`config.mk`:
```
export PLATFORM = sky130hd
export DESIGN_NAME = seq_div_7by3_flat
export DESIGN_NICKNAME = d
export VERILOG_FILES = /design/src/rtl/seq_div_7by3_if.sv /design/src/rtl/seq_div_7by3.sv /design/src/flat_wrapper.sv
export SDC_FILE = /design/constraint.sdc
export NUM_CORES = 1
export LEC_CHECK = 0
export CAP_MARGIN = 0
export CORE_UTILIZATION = 40
export DETAILED_ROUTE_END_ITERATION = 10
export PLACE_DENSITY = 0.75
export SYNTH_ARGS = -nofsm -noshare
export SYNTH_HDL_FRONTEND = slang
export SYNTH_SLANG_ARGS = --single-unit
```
`constraint.sdc`:
```
create_clock -name clk -period 2.6 [get_ports clk]
set_clock_uncertainty 0.1 [all_clocks]
set_input_delay 0.52 -clock clk [delete_from_list [all_inputs] [get_ports clk]]
set_output_delay 0.52 -clock clk [all_outputs]
set_load 0.02 [all_outputs]
```
`src/rtl/seq_div_7by3_if.sv`:
```
// Operand/result bundle for the 7-by-3 sequential divider.
// master: the controller issuing divisions; slave: the divider itself.
interface seq_div_7by3_if;
    localparam int unsigned DVD_W = 7;
    localparam int unsigned DVS_W = 3;

    logic             start;
    logic [DVD_W-1:0] dividend;
    logic [DVS_W-1:0] divisor;
    logic             busy;
    logic             done;
    logic [DVD_W-1:0] quotient;
    logic [DVS_W-1:0] remainder;
    logic             dz;

    modport master (
        output start, dividend, divisor,
        input  busy, done, quotient, remainder, dz
    );

    modport slave (
        input  start, dividend, divisor,
        output busy, done, quotient, remainder, dz
    );
endinterface

```
`src/rtl/seq_div_7by3.sv`:
```
// Restoring divider, 7-bit dividend by 3-bit divisor, one quotient bit per clock.
// Optional macro DIV_BY_ZERO_DETECT_EN: a zero divisor finishes in one cycle with dz set.
module seq_div_7by3 (
    input logic          clk,
    input logic          rst,
    seq_div_7by3_if.slave bus
);
    localparam int unsigned DVD_W = 7;
    localparam int unsigned DVS_W = 3;
    localparam int unsigned R_W   = DVS_W + 1;
    localparam int unsigned CNT_W = 3;

    localparam logic [CNT_W-1:0] FIRST_ITER = CNT_W'(DVD_W - 1);

    localparam logic [1:0] S_IDLE = 2'd0;
    localparam logic [1:0] S_RUN  = 2'd1;
    localparam logic [1:0] S_DONE = 2'd2;

    logic [1:0]       state_q, state_n;
    // Shared shift register: dividend bits leave at the MSB, quotient bits enter at the LSB.
    logic [DVD_W-1:0] shf_q, shf_n;
    logic [DVS_W-1:0] dvs_q, dvs_n;
    logic [DVS_W-1:0] r_q, r_n;
    logic [CNT_W-1:0] cnt_q, cnt_n;
    logic [DVD_W-1:0] quo_q, quo_n;
    logic [DVS_W-1:0] rem_q, rem_n;
    logic             busy_q, busy_n;
    logic             done_q, done_n;
    logic             dz_q, dz_n;

    logic [R_W-1:0]   r_shift;
    logic             qbit;
    logic [DVS_W-1:0] r_iter;

    // One restoring step; a passing compare leaves a difference below the divisor, so 3 bits suffice.
    always_comb begin
        r_shift = {r_q, shf_q[DVD_W-1]};
        qbit    = (r_shift >= {1'b0, dvs_q});
        r_iter  = qbit ? DVS_W'(r_shift[DVS_W-1:0] - dvs_q) : r_shift[DVS_W-1:0];
    end

    // Next-state and datapath update.
    always_comb begin
        state_n = state_q;
        shf_n   = shf_q;
        dvs_n   = dvs_q;
        r_n     = r_q;
        cnt_n   = cnt_q;
        quo_n   = quo_q;
        rem_n   = rem_q;
        dz_n    = dz_q;

        case (state_q)
            S_IDLE, S_DONE: begin
                state_n = S_IDLE;
                if (bus.start) begin
                    state_n = S_RUN;
                    shf_n   = bus.dividend;
                    dvs_n   = bus.divisor;
                    r_n     = '0;
                    cnt_n   = FIRST_ITER;
                    dz_n    = 1'b0;
`ifdef DIV_BY_ZERO_DETECT_EN
                    if (bus.divisor == '0) begin
                        state_n = S_DONE;
                        dz_n    = 1'b1;
                        quo_n   = '1;
                        rem_n   = '0;
                    end
`endif
                end
            end
            S_RUN: begin
                r_n   = r_iter;
                shf_n = {shf_q[DVD_W-2:0], qbit};
                cnt_n = cnt_q - CNT_W'(1);
                if (cnt_q == '0) begin
                    state_n = S_DONE;
                    quo_n   = {shf_q[DVD_W-2:0], qbit};
                    rem_n   = r_iter;
                end
            end
            default: state_n = S_IDLE;
        endcase

        busy_n = (state_n == S_RUN);
        done_n = (state_n == S_DONE);
    end

    always_ff @(posedge clk) begin
        if (rst) begin
            state_q <= S_IDLE;
            shf_q   <= '0;
            dvs_q   <= '0;
            r_q     <= '0;
            cnt_q   <= '0;
            quo_q   <= '0;
            rem_q   <= '0;
            busy_q  <= 1'b0;
            done_q  <= 1'b0;
            dz_q    <= 1'b0;
        end else begin
            state_q <= state_n;
            shf_q   <= shf_n;
            dvs_q   <= dvs_n;
            r_q     <= r_n;
            cnt_q   <= cnt_n;
            quo_q   <= quo_n;
            rem_q   <= rem_n;
            busy_q  <= busy_n;
            done_q  <= done_n;
            dz_q    <= dz_n;
        end
    end

    assign bus.busy      = busy_q;
    assign bus.done      = done_q;
    assign bus.quotient  = quo_q;
    assign bus.remainder = rem_q;
    assign bus.dz        = dz_q;
endmodule

```
`src/flat_wrapper.sv`:
```
// flat-port wrapper written by rule: the top's interface ports become plain ports
module seq_div_7by3_flat 
  (clk, rst, bus_start, bus_dividend, bus_divisor, bus_busy, bus_done, bus_quotient, bus_remainder, bus_dz);
  seq_div_7by3_if bus_i ();
  input logic clk;
  input logic rst;
  input wire logic [$bits(bus_i.start)-1:0] bus_start;
  input wire logic [$bits(bus_i.dividend)-1:0] bus_dividend;
  input wire logic [$bits(bus_i.divisor)-1:0] bus_divisor;
  output wire logic [$bits(bus_i.busy)-1:0] bus_busy;
  output wire logic [$bits(bus_i.done)-1:0] bus_done;
  output wire logic [$bits(bus_i.quotient)-1:0] bus_quotient;
  output wire logic [$bits(bus_i.remainder)-1:0] bus_remainder;
  output wire logic [$bits(bus_i.dz)-1:0] bus_dz;
  assign bus_i.start = bus_start;
  assign bus_i.dividend = bus_dividend;
  assign bus_i.divisor = bus_divisor;
  assign bus_busy = bus_i.busy;
  assign bus_done = bus_i.done;
  assign bus_quotient = bus_i.quotient;
  assign bus_remainder = bus_i.remainder;
  assign bus_dz = bus_i.dz;
  seq_div_7by3 u_core (.clk(clk), .rst(rst), .bus(bus_i));
endmodule
```
==> run_summary.xml, run 1 <==
<?xml version="1.0" encoding="UTF-8"?>
<metrics>
  <group name="cts">
    <metric name="number_of_resized_instances_in_the_post_cts_repair_step" unit="">0</metric>
    <metric name="cts-root-buf" unit="">sky130_fd_sc_hd__clkbuf_4</metric>
    <metric name="htreeDepth" unit="">2</metric>
    <metric name="tritoncts" unit="">done</metric>
    <metric name="clock_insertion_delay_worst_skew" unit="ns">0.33</metric>
    <metric name="numClockSinks" unit="">30</metric>
    <metric name="numCtsBuffers" unit="">5</metric>
    <metric name="max-clock-path-buffers" unit="">2</metric>
    <metric name="clk_transition_reported_paths" unit="ns">0.09</metric>
    <metric name="postCtsHoldBufs" unit="">0</metric>
    <metric name="post_cts.repair.setup_buffers" unit="">0</metric>
  </group>
  <group name="worst_setup_path">
    <metric name="r2r_start" unit="">u_core.shf_q[6]</metric>
    <metric name="crit_path_max_fanout" unit="">7</metric>
    <metric name="cp_num_buf_inv" unit="">1</metric>
    <metric name="cpLargestDelayFamily" unit="">adder cells</metric>
    <metric name="worstPathCellList" unit="">inv_1 -&gt; ha_1 -&gt; fa_1 -&gt; nor2b_1 -&gt; o31ai_1 -&gt; a32o_1</metric>
    <metric name="worstSetupPathType" unit="">reg -&gt; reg</metric>
    <metric name="cp_data_arrival_time" unit="ns">2.16</metric>
    <metric name="startpoint_type" unit="">flip-flop</metric>
    <metric name="cp-startpoint" unit="">u_core.shf_q[6]</metric>
    <metric name="crit_path_end_kind" unit="">flip-flop</metric>
    <metric name="max_stage_delay" unit="ns">0.48</metric>
    <metric name="critPathSlowestCell" unit="">sky130_fd_sc_hd__fa_1</metric>
    <metric name="worst_ep_required_time" unit="ns">2.73</metric>
  </group>
  <group name="floorplan">
    <metric name="floorplan.die.height" unit="um">60.10</metric>
    <metric name="core_region_area" unit="um^2">3128</metric>
    <metric name="start_util" unit="%">43.16</metric>
    <metric name="die_area" unit="um^2">3611</metric>
    <metric name="chipWidth" unit="um">60.10</metric>
    <metric name="standard_cell_rows" unit="">20</metric>
    <metric name="design.portCount" unit="">26</metric>
  </group>
  <group name="global_route">
    <metric name="first_global_vias" unit="">1232</metric>
    <metric name="gr-total-overflow" unit="">0</metric>
    <metric name="track_usage" unit="%">19.56</metric>
    <metric name="grt_antenna_before_repair" unit="">0</metric>
    <metric name="grt_pass1_wl" unit="um">5099</metric>
    <metric name="grt_max_degree" unit="">15</metric>
  </group>
  <group name="power">
    <metric name="leakage" unit="nW">0.6271</metric>
    <metric name="total_power" unit="mW">1.113</metric>
    <metric name="power.density_cell_area" unit="nW/um^2">655.4</metric>
    <metric name="ir_drop" unit="mV">0.2606</metric>
  </group>
  <group name="yosys">
    <metric name="ys_seq_area_share" unit="%">44.49</metric>
    <metric name="synth_warn" unit="">0</metric>
    <metric name="synth_flop_cell" unit="">sky130_fd_sc_hd__dfxtp_1</metric>
    <metric name="synth_enable_flop_cells" unit="">0</metric>
    <metric name="ys_async_sr_fraction" unit="%">0</metric>
    <metric name="synth_nets" unit="">179</metric>
    <metric name="synthesis.area_per_instance" unit="um^2">8.438</metric>
    <metric name="synth.cell_area" unit="um^2">1350</metric>
    <metric name="yosys.cell_types.count" unit="">38</metric>
    <metric name="ys_ff_latch" unit="">30</metric>
    <metric name="post_synthesis_cell_count" unit="">160</metric>
  </group>
  <group name="place">
    <metric name="dp_hpwl" unit="um">2228</metric>
    <metric name="portBuffers" unit="">24</metric>
    <metric name="number_of_cells_in_the_design_after_placement" unit="">220</metric>
    <metric name="place_congestion" unit="">0.8506</metric>
  </group>
  <group name="routing">
    <metric name="final_antenna_net_count" unit="">0</metric>
    <metric name="via_per_inst" unit="">5.224</metric>
    <metric name="remaining_drc_errors" unit="">0</metric>
    <metric name="firstDrtPassIters" unit="">4</metric>
    <metric name="vias" unit="">1191</metric>
    <metric name="wl" unit="um">2933</metric>
    <metric name="detail_route.iter0.violations" unit="">33</metric>
    <metric name="drt-wirelength-per-cell" unit="um">12.86</metric>
  </group>
  <group name="layout">
    <metric name="drive_above_1_share" unit="%">7.065</metric>
    <metric name="layout.cells.most_common" unit="">sky130_fd_sc_hd__dfxtp_1</metric>
    <metric name="most-common-layout-cells" unit="">sky130_fd_sc_hd__dfxtp_1, sky130_fd_sc_hd__nand2_1, sky130_fd_sc_hd__clkdlybuf4s50_1, sky130_fd_sc_hd__a21oi_1, sky130_fd_sc_hd__nor2_1</metric>
    <metric name="multi_input_gate_area_in_the_final_layout" unit="um^2">659.4</metric>
    <metric name="layout.filler_cells" unit="">294</metric>
    <metric name="register_area" unit="um^2">600.6</metric>
    <metric name="antenna_cells" unit="">0</metric>
    <metric name="postLayoutCoreUtil" unit="%">54.28</metric>
    <metric name="instances_no_fill" unit="">228</metric>
    <metric name="area_delta_synth_final" unit="%">25.76</metric>
    <metric name="nNetsFinal" unit="">202</metric>
  </group>
  <group name="sta">
    <metric name="clock.fmax" unit="MHz">491.2</metric>
    <metric name="final-max-slew-violation-count" unit="">0</metric>
    <metric name="post-route-period-util" unit="%">78.29</metric>
    <metric name="final.min_clock_period" unit="ns">2.036</metric>
    <metric name="rsz0062_at_grt" unit="">false</metric>
    <metric name="timing.max_slew.rel_slack" unit="%">57.35</metric>
    <metric name="slew_at_the_pin_closest_to_its_max_slew_limit" unit="ns">0.6384</metric>
    <metric name="setup_viol_count_final" unit="">0</metric>
    <metric name="setup-tns-final" unit="ns">0</metric>
    <metric name="hold_violations" unit="">0</metric>
  </group>
  <group name="outcome">
    <metric name="status" unit="">complete, no violations</metric>
  </group>
  <group name="run">
    <metric name="max_cap_viol_count" unit="">0</metric>
  </group>
  <group name="min_path">
    <metric name="min-delay-start" unit="">u_core.bus.quotient[6]</metric>
    <metric name="min-delay-path-class" unit="">reg -&gt; reg</metric>
  </group>
</metrics>
where the power goes:
| part | internal [mW] | switching [mW] |
|---|---|---|
| Combinational | 0.107 | 0.142 |
| Clock | 0.185 | 0.160 |
| Sequential | 0.496 | 0.0232 |
| Total | 0.788 | 0.325 |
kinds of logic (layout without fill, tap and decap cells):
family          Yosys count  in the layout  synth area share (%)
buf+inv                  21             45                 6.673
other cells               1              1                0.2778
compound gates           38             38                 20.02
simple gates             63             63                 21.78
flops                    30             30                 44.49
fa+ha+maj                 6              6                 6.117
xor+xnor                  1              1                0.6489
through the flow:
stage	hold WS [ns]	setup slack (ns)	cell area, um^2
global route	0.3770	0.4494	1698
detailed placement	0.3459	0.6092	1619
floorplan	0.3363	0.7285	1350
global placement	0.3421	0.6801	1619
finish	0.3582	0.5643	1698
CTS	0.3587	0.5954	1698
registers in the layout, summed over array words and instances, names as in the netlist:
register,count
u_core.r_q,3
u_core.shf_q,7
u_core.bus.remainder,3
u_core.dvs_q,3
u_core.state_q,2
u_core.bus.quotient,7
u_core.bus.busy,1
u_core.bus.done,1
u_core.cnt_q,3
metal layers:
layer	GRT usage, %	part of all wire, %	vias to the layer above	routed length, um
li1	-	-	608	-
met2	35.56	50	32	1468
met3	3.896	3.1	11	92
met5	0	0	-	0
met1	19.53	43	540	1255
met4	14.29	4.0	0	116
area by class of cell:
cell class              count  share of cell area (%)
clock buffers               8                   4.643
inverters                   9                   1.990
multi-input cells         109                   38.84
flip-flops and latches     30                   35.37
well taps                  44                   3.242
repair buffers             28                   15.92
synthesized netlist by cell type (2+ instances only):
cell type,instances,area share [%]
sky130_fd_sc_hd__clkbuf_1,10,2.8
sky130_fd_sc_hd__o22ai_1,3,1.4
sky130_fd_sc_hd__dfxtp_1,30,44
sky130_fd_sc_hd__nor3_1,8,3.0
sky130_fd_sc_hd__ha_1,5,4.6
sky130_fd_sc_hd__nand2_1,27,7.5
sky130_fd_sc_hd__nor2_1,11,3.1
sky130_fd_sc_hd__o211ai_1,3,1.7
sky130_fd_sc_hd__o31ai_1,3,1.7
sky130_fd_sc_hd__a311oi_1,4,2.6
sky130_fd_sc_hd__a211oi_1,2,1.1
sky130_fd_sc_hd__a32o_1,3,2.2
sky130_fd_sc_hd__nand3b_1,2,1.1
sky130_fd_sc_hd__a21oi_1,11,4.1
sky130_fd_sc_hd__nand2b_1,2,0.93
sky130_fd_sc_hd__nor2b_1,4,1.9
sky130_fd_sc_hd__o311ai_0,2,1.3
sky130_fd_sc_hd__nand3_1,2,0.74
sky130_fd_sc_hd__inv_1,9,2.5
worst min-delay path: stages, from the launching register on:
cell and delay [ns]:
sky130_fd_sc_hd__dfxtp_1 0.32, sky130_fd_sc_hd__nand2_1 0.05, sky130_fd_sc_hd__a21oi_1 0.05
path summary, 6_finish.rpt:
| kind | end | slack (ns) | cells after the start |
|---|---|---|---|
| min reg2reg | u_core.bus.quotient[6] | 0.36 | 2 |
| max | u_core.r_q[2] | 0.56 | 6 |
| max reg2reg | u_core.r_q[2] | 0.56 | 6 |
| min | u_core.bus.quotient[6] | 0.36 | 2 |
(Power assumes the default switching activity.)
==> run 2: changes to the inputs <==
Settings changed: PLACE_DENSITY 0.75 to 0.78.
Clock period 2.6 ns to 1.75 ns, I/O delays scaled along.
==> run_summary.xml, run 2 (synthesis gave the netlist of run 1 again) <==
<?xml version="1.0" encoding="UTF-8"?>
<metrics>
  <group name="cts">
    <metric name="clock_insertion_delay_worst_skew" unit="ns">0.33</metric>
    <metric name="post_cts.repair.setup_buffers" unit="">0</metric>
    <metric name="max-clock-path-buffers" unit="">2</metric>
    <metric name="tritoncts" unit="">done</metric>
    <metric name="clk_transition_reported_paths" unit="ns">0.09</metric>
    <metric name="cts-root-buf" unit="">sky130_fd_sc_hd__clkbuf_4</metric>
    <metric name="numClockSinks" unit="">30</metric>
    <metric name="postCtsHoldBufs" unit="">0</metric>
    <metric name="numCtsBuffers" unit="">5</metric>
    <metric name="htreeDepth" unit="">2</metric>
  </group>
  <group name="place">
    <metric name="preCtsSetupSlack" unit="ns">-0.1180</metric>
    <metric name="number_of_cells_in_the_design_after_placement" unit="">231</metric>
    <metric name="place_congestion" unit="">0.8973</metric>
    <metric name="dp_hpwl" unit="um">2368</metric>
    <metric name="detailed_place.area" unit="um^2">1745</metric>
    <metric name="portBuffers" unit="">24</metric>
  </group>
  <group name="floorplan">
    <metric name="core_region_area" unit="um^2">3128</metric>
    <metric name="chipWidth" unit="um">60.10</metric>
    <metric name="floorplan.die.height" unit="um">60.10</metric>
    <metric name="standard_cell_rows" unit="">20</metric>
    <metric name="die_area" unit="um^2">3611</metric>
    <metric name="start_util" unit="%">43.16</metric>
    <metric name="design.portCount" unit="">26</metric>
  </group>
  <group name="routing">
    <metric name="final_antenna_net_count" unit="">0</metric>
    <metric name="via_per_inst" unit="">5.351</metric>
    <metric name="remaining_drc_errors" unit="">0</metric>
    <metric name="wl" unit="um">3208</metric>
    <metric name="detail_route.iter0.violations" unit="">46</metric>
    <metric name="drt-wirelength-per-cell" unit="um">13.42</metric>
    <metric name="vias" unit="">1279</metric>
    <metric name="firstDrtPassIters" unit="">4</metric>
  </group>
  <group name="power">
    <metric name="power.density_cell_area" unit="nW/um^2">893.1</metric>
    <metric name="leakage" unit="nW">0.8863</metric>
    <metric name="total_power" unit="mW">1.663</metric>
    <metric name="ir_drop" unit="mV">0.3602</metric>
  </group>
  <group name="sta">
    <metric name="rsz0062_at_grt" unit="">true</metric>
    <metric name="hold_violations" unit="">0</metric>
    <metric name="final.min_clock_period" unit="ns">1.721</metric>
    <metric name="final_critical_path_setup_slack" unit="ns">0.02874</metric>
    <metric name="clock.fmax" unit="MHz">581.0</metric>
    <metric name="post-route-period-util" unit="%">98.36</metric>
    <metric name="final-max-slew-violation-count" unit="">0</metric>
    <metric name="setup-tns-final" unit="ns">0</metric>
    <metric name="setup_viol_count_final" unit="">0</metric>
  </group>
  <group name="global_route">
    <metric name="gr-total-overflow" unit="">0</metric>
    <metric name="grt_pass1_wl" unit="um">5299</metric>
    <metric name="grt_max_degree" unit="">15</metric>
    <metric name="first_global_vias" unit="">1166</metric>
    <metric name="grt_antenna_before_repair" unit="">0</metric>
    <metric name="track_usage" unit="%">20.12</metric>
  </group>
  <group name="layout">
    <metric name="layout.cells.most_common" unit="">sky130_fd_sc_hd__nand2_1</metric>
    <metric name="most-common-layout-cells" unit="">sky130_fd_sc_hd__nand2_1, sky130_fd_sc_hd__dfxtp_1, sky130_fd_sc_hd__buf_4, sky130_fd_sc_hd__clkdlybuf4s50_1</metric>
    <metric name="drive_above_1_share" unit="%">19.49</metric>
    <metric name="antenna_cells" unit="">0</metric>
    <metric name="final_design_area_no_fill" unit="um^2">1862</metric>
    <metric name="instances_no_fill" unit="">239</metric>
    <metric name="area_delta_synth_final" unit="%">37.91</metric>
    <metric name="layout.filler_cells" unit="">285</metric>
    <metric name="nNetsFinal" unit="">213</metric>
  </group>
  <group name="worst_setup_path">
    <metric name="critPathSlowestCell" unit="">sky130_fd_sc_hd__or4_1</metric>
    <metric name="r2r_slack" unit="ns">0.03</metric>
    <metric name="cpLargestDelayFamily" unit="">simple AND/OR/NAND/NOR gates</metric>
    <metric name="worst-r2r-cell-count" unit="">5</metric>
    <metric name="cp_num_buf_inv" unit="">1</metric>
    <metric name="worstSetupPathType" unit="">reg -&gt; reg</metric>
    <metric name="worst_ep_required_time" unit="ns">1.88</metric>
    <metric name="max_stage_delay" unit="ns">0.47</metric>
    <metric name="startpoint_type" unit="">flip-flop</metric>
    <metric name="path_depth" unit="">5</metric>
    <metric name="crit_path_max_fanout" unit="">3</metric>
    <metric name="crit_path_end_kind" unit="">flip-flop</metric>
    <metric name="worstPathCellList" unit="">inv_2 -&gt; ha_4 -&gt; and3_4 -&gt; or4_1 -&gt; a32o_1</metric>
    <metric name="cp_data_arrival_time" unit="ns">1.85</metric>
  </group>
  <group name="run">
    <metric name="max_cap_viol_count" unit="">0</metric>
  </group>
  <group name="min_path">
    <metric name="whs_path_depth" unit="">2</metric>
    <metric name="min-delay-path-class" unit="">reg -&gt; reg</metric>
  </group>
  <group name="outcome">
    <metric name="status" unit="">complete, no violations</metric>
  </group>
</metrics>
==> run 2: changes by cell type in the layout (fill, tap and decap cells not counted), sizes merged <==
cell,delta
dlymetal6s2s,+11
clkinv,+1
clkdlybuf4s50,-11
buf,+11
clkbuf,-1
==> run 2: cell type report <==
cell class / count / area (um^2) / share of cell area [%]
Tap cell: 44 / 55.05 / 2.957
Timing Repair Buffer: 39 / 380.4 / 20.43
Multi-Input combinational cell: 109 / 723.2 / 38.84
Inverter: 9 / 33.78 / 1.815
Clock buffer: 7 / 55.05 / 2.957
Clock inverter: 1 / 5.005 / 0.2688
Sequential cell: 30 / 609.3 / 32.73
==> run 2: final timing paths <==
check / from / to
hold reg to reg: u_core.bus.quotient[1] / u_core.bus.quotient[1]
setup / recovery: u_core.dvs_q[1] / u_core.r_q[2]
hold / removal: u_core.bus.quotient[1] / u_core.bus.quotient[1]
setup reg to reg: u_core.dvs_q[1] / u_core.r_q[2]
==> run 2: metrics by stage <==
step | hold WS, ns | util, %
final | 0.3600 | 59.52
after global routing | 0.3830 | 59.52
after CTS | 0.3656 | 58.20
after detailed placement | 0.3523 | 55.80
after global placement | 0.3416 | 55.80
after floorplan | 0.3363 | -
==> run 2: power breakdown <==
part	leakage, nW	switching, mW	internal, mW
Combinational	0.603	0.231	0.221
Sequential	0.248	0.0386	0.738
Clock	0.0353	0.240	0.194
==> run 2: tightest hold or removal path: stages, from the launching register on <==
cell and delay, ns:
sky130_fd_sc_hd__dfxtp_1 0.32, sky130_fd_sc_hd__nand2_1 0.05, sky130_fd_sc_hd__a21oi_1 0.05
==> run 2: per-layer routing <==
layer  part of all wire [%]  vias to the layer above  track usage, %
met5                      0                        -               0
met4                    1.7                        0           10.63
met3                    4.5                        7           5.195
met2                     51                       36           33.02
met1                     42                      613           23.94
li1                       -                      623               -
==> run 2: what timing repair did <==
action                                 4_1_cts  5_1_grt
setup endpoints to repair                    6       16
pin swaps                                    2        0
endpoints found under the hold margin        0        0
gates resized for setup                      3       18
==> run 3: changes to the inputs <==
Settings changed: CELL_PAD_IN_SITES_DETAIL_PLACEMENT from default to 0, CELL_PAD_IN_SITES_GLOBAL_PLACEMENT from default to 1, CORE_UTILIZATION 40 to 34, PLACE_DENSITY 0.78 to 0.86.
==> run_summary.xml, run 3 (synthesis gave the netlist of run 1 again) <==
<?xml version="1.0" encoding="UTF-8"?>
<metrics>
  <group name="global_route">
    <metric name="grt_antenna_before_repair" unit="">0</metric>
    <metric name="gr-total-overflow" unit="">0</metric>
    <metric name="first_global_vias" unit="">1200</metric>
    <metric name="track_usage" unit="%">16.28</metric>
    <metric name="grt_max_degree" unit="">17</metric>
    <metric name="grt_pass1_wl" unit="um">5154</metric>
  </group>
  <group name="cts">
    <metric name="numClockSinks" unit="">30</metric>
    <metric name="max-clock-path-buffers" unit="">2</metric>
    <metric name="htreeDepth" unit="">2</metric>
    <metric name="cts-root-buf" unit="">sky130_fd_sc_hd__clkbuf_8</metric>
    <metric name="clk_transition_reported_paths" unit="ns">0.06</metric>
    <metric name="tritoncts" unit="">done</metric>
    <metric name="clock_insertion_delay_worst_skew" unit="ns">0.28</metric>
    <metric name="postCtsHoldBufs" unit="">0</metric>
    <metric name="numCtsBuffers" unit="">5</metric>
  </group>
  <group name="power">
    <metric name="power.density_cell_area" unit="nW/um^2">963.4</metric>
    <metric name="power.clock.fraction" unit="%">31.6</metric>
    <metric name="ir_drop" unit="mV">0.2841</metric>
    <metric name="leakage" unit="nW">0.6983</metric>
    <metric name="share_seq_of_total_power" unit="%">43.3</metric>
    <metric name="switching_share" unit="%">29.13</metric>
    <metric name="power.combinational.fraction" unit="%">25.1</metric>
    <metric name="switchingPower" unit="uW">524.7</metric>
    <metric name="cell_internal_pwr" unit="mW">1.276</metric>
  </group>
  <group name="floorplan">
    <metric name="standard_cell_rows" unit="">22</metric>
    <metric name="die_area" unit="um^2">4227</metric>
    <metric name="start_util" unit="%">36.06</metric>
    <metric name="design.portCount" unit="">26</metric>
    <metric name="chipWidth" unit="um">65.02</metric>
    <metric name="floorplan.die.height" unit="um">65.02</metric>
    <metric name="core_region_area" unit="um^2">3744</metric>
  </group>
  <group name="sta">
    <metric name="final.min_clock_period" unit="ns">1.791</metric>
    <metric name="setup-tns-final" unit="ns">-0.05621</metric>
    <metric name="final_critical_path_setup_slack" unit="ns">-0.04146</metric>
    <metric name="setup_viol_count_final" unit="">2</metric>
    <metric name="clock.fmax" unit="MHz">558.2</metric>
    <metric name="rsz0062_at_grt" unit="">true</metric>
    <metric name="post-route-period-util" unit="%">102.4</metric>
    <metric name="hold_violations" unit="">0</metric>
    <metric name="final-max-slew-violation-count" unit="">0</metric>
  </group>
  <group name="run">
    <metric name="max_cap_viol_count" unit="">0</metric>
  </group>
  <group name="outcome">
    <metric name="violations" unit="">negative setup slack</metric>
    <metric name="status" unit="">finished with violations</metric>
  </group>
  <group name="layout">
    <metric name="drive_above_1_share" unit="%">18.56</metric>
    <metric name="layout.cells.most_common" unit="">sky130_fd_sc_hd__nand2_1</metric>
    <metric name="most-common-layout-cells" unit="">sky130_fd_sc_hd__nand2_1, sky130_fd_sc_hd__dfxtp_1, sky130_fd_sc_hd__clkdlybuf4s50_1, sky130_fd_sc_hd__buf_4</metric>
    <metric name="antenna_cells" unit="">0</metric>
    <metric name="nNetsFinal" unit="">212</metric>
    <metric name="final_design_area_no_fill" unit="um^2">1869</metric>
    <metric name="area_delta_synth_final" unit="%">38.46</metric>
  </group>
  <group name="routing">
    <metric name="via_per_inst" unit="">5.140</metric>
    <metric name="remaining_drc_errors" unit="">0</metric>
    <metric name="final_antenna_net_count" unit="">0</metric>
    <metric name="vias" unit="">1244</metric>
    <metric name="detail_route.iter0.violations" unit="">73</metric>
    <metric name="wl" unit="um">3139</metric>
    <metric name="firstDrtPassIters" unit="">4</metric>
    <metric name="drt-wirelength-per-cell" unit="um">12.97</metric>
  </group>
  <group name="place">
    <metric name="detailed_place.area" unit="um^2">1755</metric>
    <metric name="place_congestion" unit="">0.9186</metric>
    <metric name="portBuffers" unit="">24</metric>
    <metric name="dp_hpwl" unit="um">2306</metric>
  </group>
  <group name="worst_setup_path">
    <metric name="crit_path_max_fanout" unit="">4</metric>
    <metric name="max_stage_delay" unit="ns">0.44</metric>
    <metric name="worst_ep_required_time" unit="ns">1.87</metric>
    <metric name="worstPathCellList" unit="">inv_2 -&gt; ha_4 -&gt; fa_2 -&gt; a21boi_4 -&gt; o211ai_1 -&gt; a32o_1</metric>
    <metric name="startpoint_type" unit="">flip-flop</metric>
    <metric name="crit_path_end_kind" unit="">flip-flop</metric>
    <metric name="worstSetupPathType" unit="">reg -&gt; reg</metric>
    <metric name="critPathSlowestCell" unit="">sky130_fd_sc_hd__fa_2</metric>
    <metric name="cp_data_arrival_time" unit="ns">1.91</metric>
  </group>
  <group name="min_path">
    <metric name="min-delay-path-class" unit="">reg -&gt; reg</metric>
  </group>
</metrics>
run 3: repair_timing:
action                     CTS  global route
resized for setup            2             9
pin swaps                    3             3
setup endpoints to repair    6             6
setup buffers                0             0
run 3: path summary, 6_finish.rpt:
path	start	endpoint	slack (ns)	cells past startpoint
hold reg to reg	u_core.bus.quotient[6]	u_core.bus.quotient[6]	0.35	2
setup / recovery	u_core.shf_q[6]	u_core.r_q[0]	-0.04	6
setup reg to reg	u_core.shf_q[6]	u_core.r_q[0]	-0.04	6
hold / removal	u_core.bus.quotient[6]	u_core.bus.quotient[6]	0.35	2
run 3: layout make-up:
class                      count  area, um^2
fill                         368        1874
multi-input combinational    109       719.4
sequential                    30       606.8
timing repair buffer          38       357.8
clock buffer                   7       86.33
tap                           48       60.06
inverter                       9       33.78
clock inverter                 1       5.005
run 3: critical path, delay by kind of cell, from the launching register on:
| family | cells | cell delay (ns) |
|---|---|---|
| buffers and inverters | 1 | 0.04 |
| AOI/OAI and AO/OA | 3 | 0.69 |
| adders and majority gates | 2 | 0.59 |
| DFF | 1 | 0.32 |
run 3: per-layer routing:
| metal | routed length (um) | up-vias | part of all wire, % | track usage, % |
|---|---|---|---|---|
| li1 | - | 624 | - | - |
| met1 | 1396 | 569 | 44 | 18.44 |
| met2 | 1485 | 40 | 47 | 27.21 |
| met3 | 161 | 11 | 5.1 | 3.345 |
| met4 | 95 | 0 | 3.0 | 11.14 |
| met5 | 0 | - | 0 | 0 |
run 3: metrics by stage:
| stage | std cells | worst slack [ns] | total power [mW] | hold slack, ns | util [%] |
|---|---|---|---|---|---|
| finish | 242 | -0.04146 | 1.801 | 0.3518 | 49.93 |
| global route | 242 | -0.07332 | 1.900 | 0.3814 | 49.93 |
| global placement | 234 | -0.02409 | 1.201 | 0.3400 | 46.89 |
| floorplan | 160 | -0.007594 | 1.061 | 0.3363 | - |
| detailed placement | 234 | -0.07850 | 1.218 | 0.3456 | 46.89 |
| CTS | 242 | 0.02299 | 1.794 | 0.3542 | 49.53 |
run 3: power by group through the flow:
stage	sequential (mW)	combinational [mW]	clock (mW)
2_1_floorplan	0.801	0.260	0
3_3_place_gp	0.789	0.412	0
3_5_place_dp	0.793	0.425	0
4_1_cts	0.778	0.434	0.583
5_1_grt	0.784	0.497	0.619
6_report	0.779	0.452	0.570
